<file path="src/rtl/ramb4_s4_port_arbiter.sv">
// ramb4_s4_port_arbiter
// ---------------------------------------------------------------------------
// Shares the single 1024 x 4 port of a RAMB4 block RAM between two client
// engines with round-robin priority. Read data is routed back to whichever
// requester issued the read. After reset (optionally) or on clr_start, a
// clear sweep writes CLEAR_VAL to every word before traffic is admitted.
//
// Ports
//   CLKA              clock (RAM port-B clock is tied to the same net)
//   RSTB              synchronous active-high reset
//   reqN/weN/addrN/wdataN   request from client N, held until ackN
//   ackN              combinational accept pulse
//   rvalidN/rdataN    read return, two cycles after the read ack
//   clr_start         request a clear sweep (ignored while one is running)
//   clr_busy          clear sweep in progress
//   ram_en/ram_we/ram_rst/ram_addr/ram_din/ram_dout   RAM port-B pins
//
// Every ram_* output is a flop, so a command decided in cycle k is on the
// RAM pins in cycle k+1 and the RAM output register holds the read data in
// cycle k+2, which is when rvalidN is raised.
// ---------------------------------------------------------------------------
module ramb4_s4_port_arbiter #(
    parameter int                 ADDR_W         = 10,
    parameter int                 DATA_W         = 4,
    parameter logic [DATA_W-1:0]  CLEAR_VAL      = {DATA_W{1'b0}},
    parameter bit                 CLEAR_ON_RESET = 1'b1
) (
    input  logic              CLKA,
    input  logic              RSTB,
    input  logic              req0,
    input  logic              we0,
    input  logic [ADDR_W-1:0] addr0,
    input  logic [DATA_W-1:0] wdata0,
    input  logic              req1,
    input  logic              we1,
    input  logic [ADDR_W-1:0] addr1,
    input  logic [DATA_W-1:0] wdata1,
    output logic              ack0,
    output logic              ack1,
    output logic              rvalid0,
    output logic              rvalid1,
    output logic [DATA_W-1:0] rdata0,
    output logic [DATA_W-1:0] rdata1,
    input  logic              clr_start,
    output logic              clr_busy,
    output logic              ram_en,
    output logic              ram_we,
    output logic              ram_rst,
    output logic [ADDR_W-1:0] ram_addr,
    output logic [DATA_W-1:0] ram_din,
    input  logic [DATA_W-1:0] ram_dout
);

    localparam logic [0:0] ST_ARB   = 1'b0;
    localparam logic [0:0] ST_CLEAR = 1'b1;
    localparam logic [ADDR_W-1:0] LAST_ADDR = {ADDR_W{1'b1}};

    logic [0:0]        state_q, state_d;
    logic [ADDR_W-1:0] cnt_q, cnt_d;
    logic              last_q, last_d;       // id of the last granted requester
    logic              ram_en_q, ram_en_d;
    logic              ram_we_q, ram_we_d;
    logic [ADDR_W-1:0] ram_addr_q, ram_addr_d;
    logic [DATA_W-1:0] ram_din_q, ram_din_d;
    logic              tag_rd_q, tag_rd_d;   // command on the pins is a read
    logic              tag_id_q, tag_id_d;   // ... issued by this requester
    logic [1:0]        rvalid_q, rvalid_d;

    logic [1:0] req_v;
    logic [1:0] grant;
    logic       arb_open;

    assign req_v    = {req1, req0};
    // clr_start wins over any request in the cycle it is sampled.
    assign arb_open = (state_q == ST_ARB) && !clr_start;

    // On a tie the requester that was not granted last wins.
    for (genvar gi = 0; gi < 2; gi++) begin : g_grant
        assign grant[gi] = arb_open && req_v[gi] &&
                           (!req_v[1-gi] || (last_q != 1'(gi)));
    end

    always_comb begin
        state_d    = state_q;
        cnt_d      = cnt_q;
        last_d     = last_q;
        ram_en_d   = 1'b0;
        ram_we_d   = 1'b0;
        ram_addr_d = ram_addr_q;
        ram_din_d  = ram_din_q;
        tag_rd_d   = 1'b0;
        tag_id_d   = tag_id_q;
        // The read on the pins this cycle returns data next cycle.
        rvalid_d   = {tag_rd_q && tag_id_q, tag_rd_q && !tag_id_q};

        if (state_q == ST_CLEAR) begin
            ram_en_d   = 1'b1;
            ram_we_d   = 1'b1;
            ram_addr_d = cnt_q;
            ram_din_d  = CLEAR_VAL;
            cnt_d      = cnt_q + ADDR_W'(1);
            // Leave as the last write is issued so arbitration resumes in
            // the cycle that write is on the pins.
            if (cnt_q == LAST_ADDR) begin
                state_d = ST_ARB;
                cnt_d   = '0;
            end
        end else if (clr_start) begin
            state_d = ST_CLEAR;
            cnt_d   = '0;
        end else if (grant[0]) begin
            ram_en_d   = 1'b1;
            ram_we_d   = we0;
            ram_addr_d = addr0;
            ram_din_d  = wdata0;
            tag_rd_d   = !we0;
            tag_id_d   = 1'b0;
            last_d     = 1'b0;
        end else if (grant[1]) begin
            ram_en_d   = 1'b1;
            ram_we_d   = we1;
            ram_addr_d = addr1;
            ram_din_d  = wdata1;
            tag_rd_d   = !we1;
            tag_id_d   = 1'b1;
            last_d     = 1'b1;
        end
    end

    always_ff @(posedge CLKA) begin
        if (RSTB) begin
            state_q    <= CLEAR_ON_RESET ? ST_CLEAR : ST_ARB;
            cnt_q      <= '0;
            last_q     <= 1'b1;
            ram_en_q   <= 1'b0;
            ram_we_q   <= 1'b0;
            ram_addr_q <= '0;
            ram_din_q  <= '0;
            tag_rd_q   <= 1'b0;
            tag_id_q   <= 1'b0;
            rvalid_q   <= 2'b00;
        end else begin
            state_q    <= state_d;
            cnt_q      <= cnt_d;
            last_q     <= last_d;
            ram_en_q   <= ram_en_d;
            ram_we_q   <= ram_we_d;
            ram_addr_q <= ram_addr_d;
            ram_din_q  <= ram_din_d;
            tag_rd_q   <= tag_rd_d;
            tag_id_q   <= tag_id_d;
            rvalid_q   <= rvalid_d;
        end
    end

    assign ack0     = grant[0];
    assign ack1     = grant[1];
    assign rvalid0  = rvalid_q[0];
    assign rvalid1  = rvalid_q[1];
    assign rdata0   = ram_dout;
    assign rdata1   = ram_dout;
    assign clr_busy = (state_q == ST_CLEAR);
    assign ram_en   = ram_en_q;
    assign ram_we   = ram_we_q;
    assign ram_rst  = 1'b0;
    assign ram_addr = ram_addr_q;
    assign ram_din  = ram_din_q;

endmodule

</file>
<file path="config.mk">
export PLATFORM = sky130hd
export DESIGN_NAME = ramb4_s4_port_arbiter
export DESIGN_NICKNAME = d
export VERILOG_FILES = /design/src/rtl/ramb4_s4_port_arbiter.sv
export SDC_FILE = /design/constraint.sdc
export NUM_CORES = 1
export LEC_CHECK = 0
export ABC_AREA = 1
export CAP_MARGIN = 10
export CORE_MARGIN = 2
export CORE_UTILIZATION = 43
export DETAILED_ROUTE_END_ITERATION = 6
export HOLD_SLACK_MARGIN = 0.08
export PLACE_DENSITY = 0.89
export SKIP_LAST_GASP = 1
export SYNTH_ARGS = -nofsm -noshare
export SYNTH_HDL_FRONTEND = slang
export SYNTH_SLANG_ARGS = --single-unit
</file>
<file path="constraint.sdc">
create_clock -name CLKA -period 1.55 [get_ports CLKA]
set_input_delay 0.3875 -clock CLKA [delete_from_list [all_inputs] [get_ports CLKA]]
set_output_delay 0.3875 -clock CLKA [all_outputs]
set_load 0.02 [all_outputs]
</file>
==> impl_metrics.py <==
metrics = {
    "run_status": {
        "outcome": "finished, final reports clean",
    },
    "floorplanning": {
        "start_util_pct": 45.7,
        "die_h_um": 66.8,
        "core_area_mm2": 0.00372,
        "die_x_um": 66.8,
        "rows": 22,
        "die_area_mm2": 0.00447,
        "io_pins": 69,
    },
    "clocking": {
        "cts_buffer_depth": 2,
        "root_buffer": "clkbuf_8",
        "postCtsSetupRepairBufs": 0,
        "cts_tree": "done",
        "numCtsBuffers": 5,
        "clk_pin_slew_worst_paths_ns": 0.08,
        "cts_hold_buf": 0,
        "htreeDepth": 2,
        "clk_latency_ns": 0.29,
        "cts.sinks": 32,
    },
    "synth": {
        "synth-seq-cells": 32,
        "synth.area.mux_share_pct": 0,
        "synthCells": 245,
        "synth_cell_types": 32,
        "synth_top_family_by_area": "simple AND/OR/NAND/NOR gates",
        "synth_nets": 285,
        "syn_area_per_cell_um2": 6.93,
        "yosysWarningCount": 0,
        "synth-simple-area-share_pct": 25.1,
        "synth_area_mm2": 0.00170,
        "yosysSeqAreaShare_pct": 37.7,
        "synth_xor_area_share_pct": 0.516,
        "yosys.area_share.adder_pct": 0.737,
        "synth_compound_area_share_pct": 19.8,
    },
    "layout": {
        "area_delta_synth_final_pct": 38.4,
        "fin_area_mm2": 0.00235,
        "final_common_cell": "nand2_1",
        "nets": 344,
        "diodes": 0,
        "drive_gt1_share_pct": 12.1,
        "final_cell_mix": "nand2_1, inv_1, dfxtp_1, clkdlybuf4s50_1, a21oi_1",
        "finalNonFillerCells": 353,
    },
    "sta": {
        "setup_viol": 0,
        "maxSlewViolCount": 0,
        "skew_ns": 0.00922,
        "finalSetupTns_ns": 0,
        "fmax_mhz": 657,
        "rsz0062_at_grt": "yes",
        "hold_violations": 0,
        "finalCritPeriodShare_pct": 98.2,
        "min_period_ns": 1.52,
        "setup_slack_ns": 0.0274,
    },
    "placement": {
        "dp.cells": 345,
        "pre_cts_slack_ns": -0.651,
        "gp_congestion": 0.777,
        "dp_hpwl_um": 3130,
        "placed_cell_area_mm2": 0.00229,
        "port_buffers": 55,
    },
    "power": {
        "p_per_area_mw_per_mm2": 701,
        "vdd_drop_max_mv": 0.533,
        "p_leak_nw": 1.15,
    },
    "worst_setup_path": {
        "crit_path_end_kind": "output port",
        "path_cells": "dlygate4sd2_1, nor2_8, nand3_2, inv_1, buf_2",
        "critPathKind": "in -> out",
        "crit_fanout": 4,
        "crit_path_max_incr_delay_ns": 0.29,
        "cp.arrival_ns": 1.14,
        "worstSetupStartpointType": "input pin",
        "slowest_stage": "dlygate4sd2_1",
        "cp_data_required_time_ns": 1.16,
    },
    "drt": {
        "drt_first_pass_iters": 4,
        "drt.antenna.violating_nets": 0,
        "finalWirelength_um": 4150,
        "routed-via-count": 1707,
        "routedWlPerCell_um": 11.8,
        "drt-vias-per-instance": 4.84,
        "drt_first_iter_violations": 57,
        "post-route-drc-count": 0,
    },
    "grt": {
        "grt_pass1_wl_um": 6580,
        "grt_pass1_vias": 1566,
        "grtUsageMet2_pct": 34.1,
        "globalRouteOverflowTotal": 0,
        "busiest_layer": "met2",
        "grt_util_met3_pct": 7.26,
        "grt_max_degree": 26,
        "use_met1_pct": 21.7,
        "antenna_found_initial": 0,
        "groute.usage.overall_pct": 19.9,
    },
    "job": {
        "cap_violations": 0,
    },
    "hold_path": {
        "hp-class": "reg -> reg",
    },
}
flip-flops by register name, indices dropped and copies added (netlist names):
name	flops
rvalid_q	2
tag_id_q	1
clr_busy	1
ram_addr	10
ram_din	4
cnt_q	10
last_q	1
tag_rd_q	1
ram_en	1
ram_we	1
layout make-up:
type / instances / area (µm²)
timing repair buffer: 69 / 622
clock buffer: 5 / 68.8
sequential: 32 / 642
clock inverter: 3 / 18.8
inverter: 39 / 149
fill: 346 / 1370
multi-input combinational: 157 / 790
tap: 48 / 60.1
synth_stat cells:
library cell / n / area (µm²)
o21bai_1: 1 / 7.51
a21oi_2: 1 / 8.76
nor2_8: 1 / 20.0
nor2_4: 1 / 11.3
nand2_2: 1 / 6.26
dfxtp_1: 32 / 641
ha_1: 1 / 12.5
xor2_1: 1 / 8.76
or2_2: 2 / 12.5
buf_6: 3 / 33.8
buf_2: 1 / 5.00
a22oi_1: 1 / 7.51
o211ai_1: 6 / 45.0
inv_2: 1 / 3.75
o22ai_1: 1 / 6.26
nor3_1: 1 / 5.00
o21ai_4: 1 / 16.3
nor2_1: 9 / 33.8
nand3_4: 1 / 17.5
nand3_1: 13 / 65.1
o21ai_0: 17 / 85.1
a21oi_1: 22 / 110
nand3_2: 1 / 10.0
inv_1: 37 / 139
a21boi_1: 1 / 7.51
buf_4: 9 / 67.6
inv_4: 1 / 6.26
conb_1: 1 / 3.75
nand2_1: 65 / 244
o21ai_1: 7 / 35.0
a21o_1: 1 / 7.51
clkbuf_1: 4 / 15.0
layer usage:
| metal | vias up | share of wire [%] |
|---|---|---|
| met5 | - | 0 |
| met4 | 0 | 1.6 |
| met3 | 5 | 6.8 |
| met2 | 55 | 49 |
| met1 | 763 | 42 |
| li1 | 884 | - |
power by group:
part	switching, mW	internal (mW)	leakage, nW
sequential	0.0106	0.835	0.259
clock	0.328	0.312	0.0479
combinational	0.0634	0.0974	0.843
total	0.402	1.24	1.15
worst max-delay path: cells and delay by family:
kind | cells | cell delay, ns
buffers and inverters | 3 | 0.51
AND/OR/NAND/NOR | 2 | 0.24
final timing paths:
| check | cells after the start | slack, ns | start | to |
|---|---|---|---|---|
| max reg2reg | 8 | 0.14 | cnt_q[1] | cnt_q[7] |
| max | 5 | 0.03 | clr_start | ack1 |
| min reg2reg | 2 | 0.44 | tag_rd_q | rvalid_q[1] |
| min | 2 | 0.44 | tag_rd_q | rvalid_q[1] |
per-stage QoR:
| step | hold WS (ns) | total power, mW | utilization, % |
|---|---|---|---|
| 3_3_place_gp | 0.424 | 1.03 | 61.7 |
| 3_5_place_dp | 0.426 | 1.03 | 61.7 |
| 4_1_cts | 0.440 | 1.65 | 63.2 |
| 5_1_grt | 0.460 | 1.70 | 63.2 |
| 6_report | 0.438 | 1.65 | 63.2 |
| 2_1_floorplan | 0.411 | 0.944 | - |
cell families after synthesis:
family                   Yosys count
buffers and inverters             56
XOR/XNOR                           1
AO/OA/AOI/OAI                     59
flip-flops                        32
other                              1
adder cells (fa/ha/maj)            1
AND/OR/NAND/NOR                   95
repair_timing:
| item | 4_1_cts | 5_1_grt |
|---|---|---|
| setup endpoints to repair | 23 | 3 |
| gates resized for setup | 30 | 4 |
| pin swaps | 0 | 0 |
| cloned | 0 | 0 |
No activity file was read; power rests on OpenSTA's default activity.
==> patch (same settings) <==
Make the reset (`RSTB`) asynchronous in one clocked block. Comments in the files are not updated.
--- a/src/rtl/ramb4_s4_port_arbiter.sv
+++ b/src/rtl/ramb4_s4_port_arbiter.sv
@@ -127,7 +127,7 @@
         end
     end
 
-    always_ff @(posedge CLKA) begin
+    always_ff @(posedge CLKA or posedge RSTB) begin
         if (RSTB) begin
             state_q    <= CLEAR_ON_RESET ? ST_CLEAR : ST_ARB;
             cnt_q      <= '0;
Function: differs if RSTB is asserted again (counterexample within 4 cycles, from zero or initial values and one cycle with RSTB high); with RSTB held inactive, the same outputs for 10 cycles.
==> patch against the original RTL <==
The flow now finishes with violations (setup timing); sequential cell count did not move; setup slack lost 0.084 ns; cell area up 4.4%; wire length rose by 1.6%; area after synthesis rose by 3.9%; via count is 0.59% lower; count of clock-buffer cells in the layout rose by 3.
Power is not compared: it rests on default switching activity, and its combinational part moved more than twofold at a synthesized area within 25%.
==> patch: results (changes against the original RTL) <==
- Met2 usage: 36.29% (+2.2 points)
- Grt met3 use: 5.428% (-1.8 points)
- DRT Wirelength: 4219 µm (+1.6%)
- Vias in the first global route: 1621 (+3.5%)
- Layout cells sized above 1: 12.50% (+0.37 points)
- Vias: 1697 (-0.59%)
- Setup ws final: -0.05649 ns (-0.08392 ns)
- HPWL Detailed: 3180 µm (+1.5%)
- CP max stage delay: 0.55 ns (+0.26 ns)
- Leading cell types by count after synthesis: nand2_1, inv_1, dfrtp_1
- Final setup violating endpoints: 1 (+1)
- GRT Util Overall: 20.08% (+0.20 points)
- Most used DFF post-synth: dfrtp_1
- Startpoint types: flop
- Wire per inst: 11.92 µm (+1.3%)
- Failing checks: setup timing
- Status: complete, but fails checks
- Top delay family on crit path: flip-flops
- Syn_nets: 282 (-1.1%)
- Reg2reg setup slack: 0.11 ns (-0.03 ns)
- Avg Cell Area, Syn: 7.290 µm² (+5.2%)
- Placed Area: 2376 µm² (+3.7%)
- Hold Slack: 0.3829 ns (-0.05555 ns)
- Hold Path Class: primary input to async pin
- Clock transition at path regs: 0.06 ns (-0.02 ns)
- Asr flop ratio synth: 100.0% (+100 points)
- Final Net Count: 343 (-0.29%)
- DR iter-0 viols: 85 (+49%)
- CP max FO: 2 (-2)
- Seq/Total Area, Yosys: 45.53% (+7.8 points)
- Dpl ws: -0.6865 ns (-0.03544 ns)
- FF-to-FF Start: last_q
- Clk_skew: 0.009012 ns (-0.0002071 ns)
-- patch: layout make-up --
| class | instances | area (µm²) |
|---|---|---|
| Clock buffer | 8 | 80.08 |
| Fill cell | 356 | 1518 |
| Inverter | 33 | 126.4 |
| Multi-Input combinational cell | 161 | 730.7 |
| Sequential cell | 32 | 803.3 |
| Tap cell | 50 | 62.56 |
| Timing Repair Buffer | 70 | 650.6 |
-- patch: power by group --
| part | switching [mW] | internal (mW) | leakage, nW | total [mW] |
|---|---|---|---|---|
| Combinational | 0.550 | 0.422 | 0.876 | 0.972 |
| Clock | 0.285 | 0.318 | 0.0395 | 0.603 |
| Sequential | 0.193 | 1.06 | 0.408 | 1.25 |
-- patch: layer usage --
metal,share of wire (%),vias to the layer above
met3,5.9,6
li1,-,850
met4,1.2,0
met1,41,789
met5,0,-
met2,52,52
-- patch: what timing repair did --
action / in CTS / in global routing
buffers inserted: 0 / 2
setup endpoints to repair: 22 / 11
pin swaps: 1 / 1
resized for setup: 38 / 7
-- patch: final timing paths --
check / end / depth (start not counted)
max reg2reg: ram_addr[0] / 8
max in group asynchronous: cnt_q[1] / 3
min reg2reg: rvalid_q[0] / 1
max: ack0 / 5
min in group CLKA: rvalid_q[0] / 1
min: ram_din[1] / 2
-- patch: logic make-up (layout without fill, tap and decap cells) --
family / count (synthesis) / count (layout) / share of synthesized area, %
simple gates: 123 / 123 / 28.87
buf+inv: 49 / 111 / 13.33
compound gates: 34 / 34 / 10.36
flops: 32 / 32 / 45.53
xor+xnor: 2 / 2 / 0.9931
fa+ha+maj: 1 / 1 / 0.7091
other cells: 1 / 1 / 0.2126
-- patch: stage by stage --
step,util [%],setup TNS (ns)
CTS,61.09,-0.09021
global route,61.78,-0.1128
detailed placement,59.83,-5.050
global placement,59.83,-4.388
floorplan,-,0
finish,61.78,-0.05649
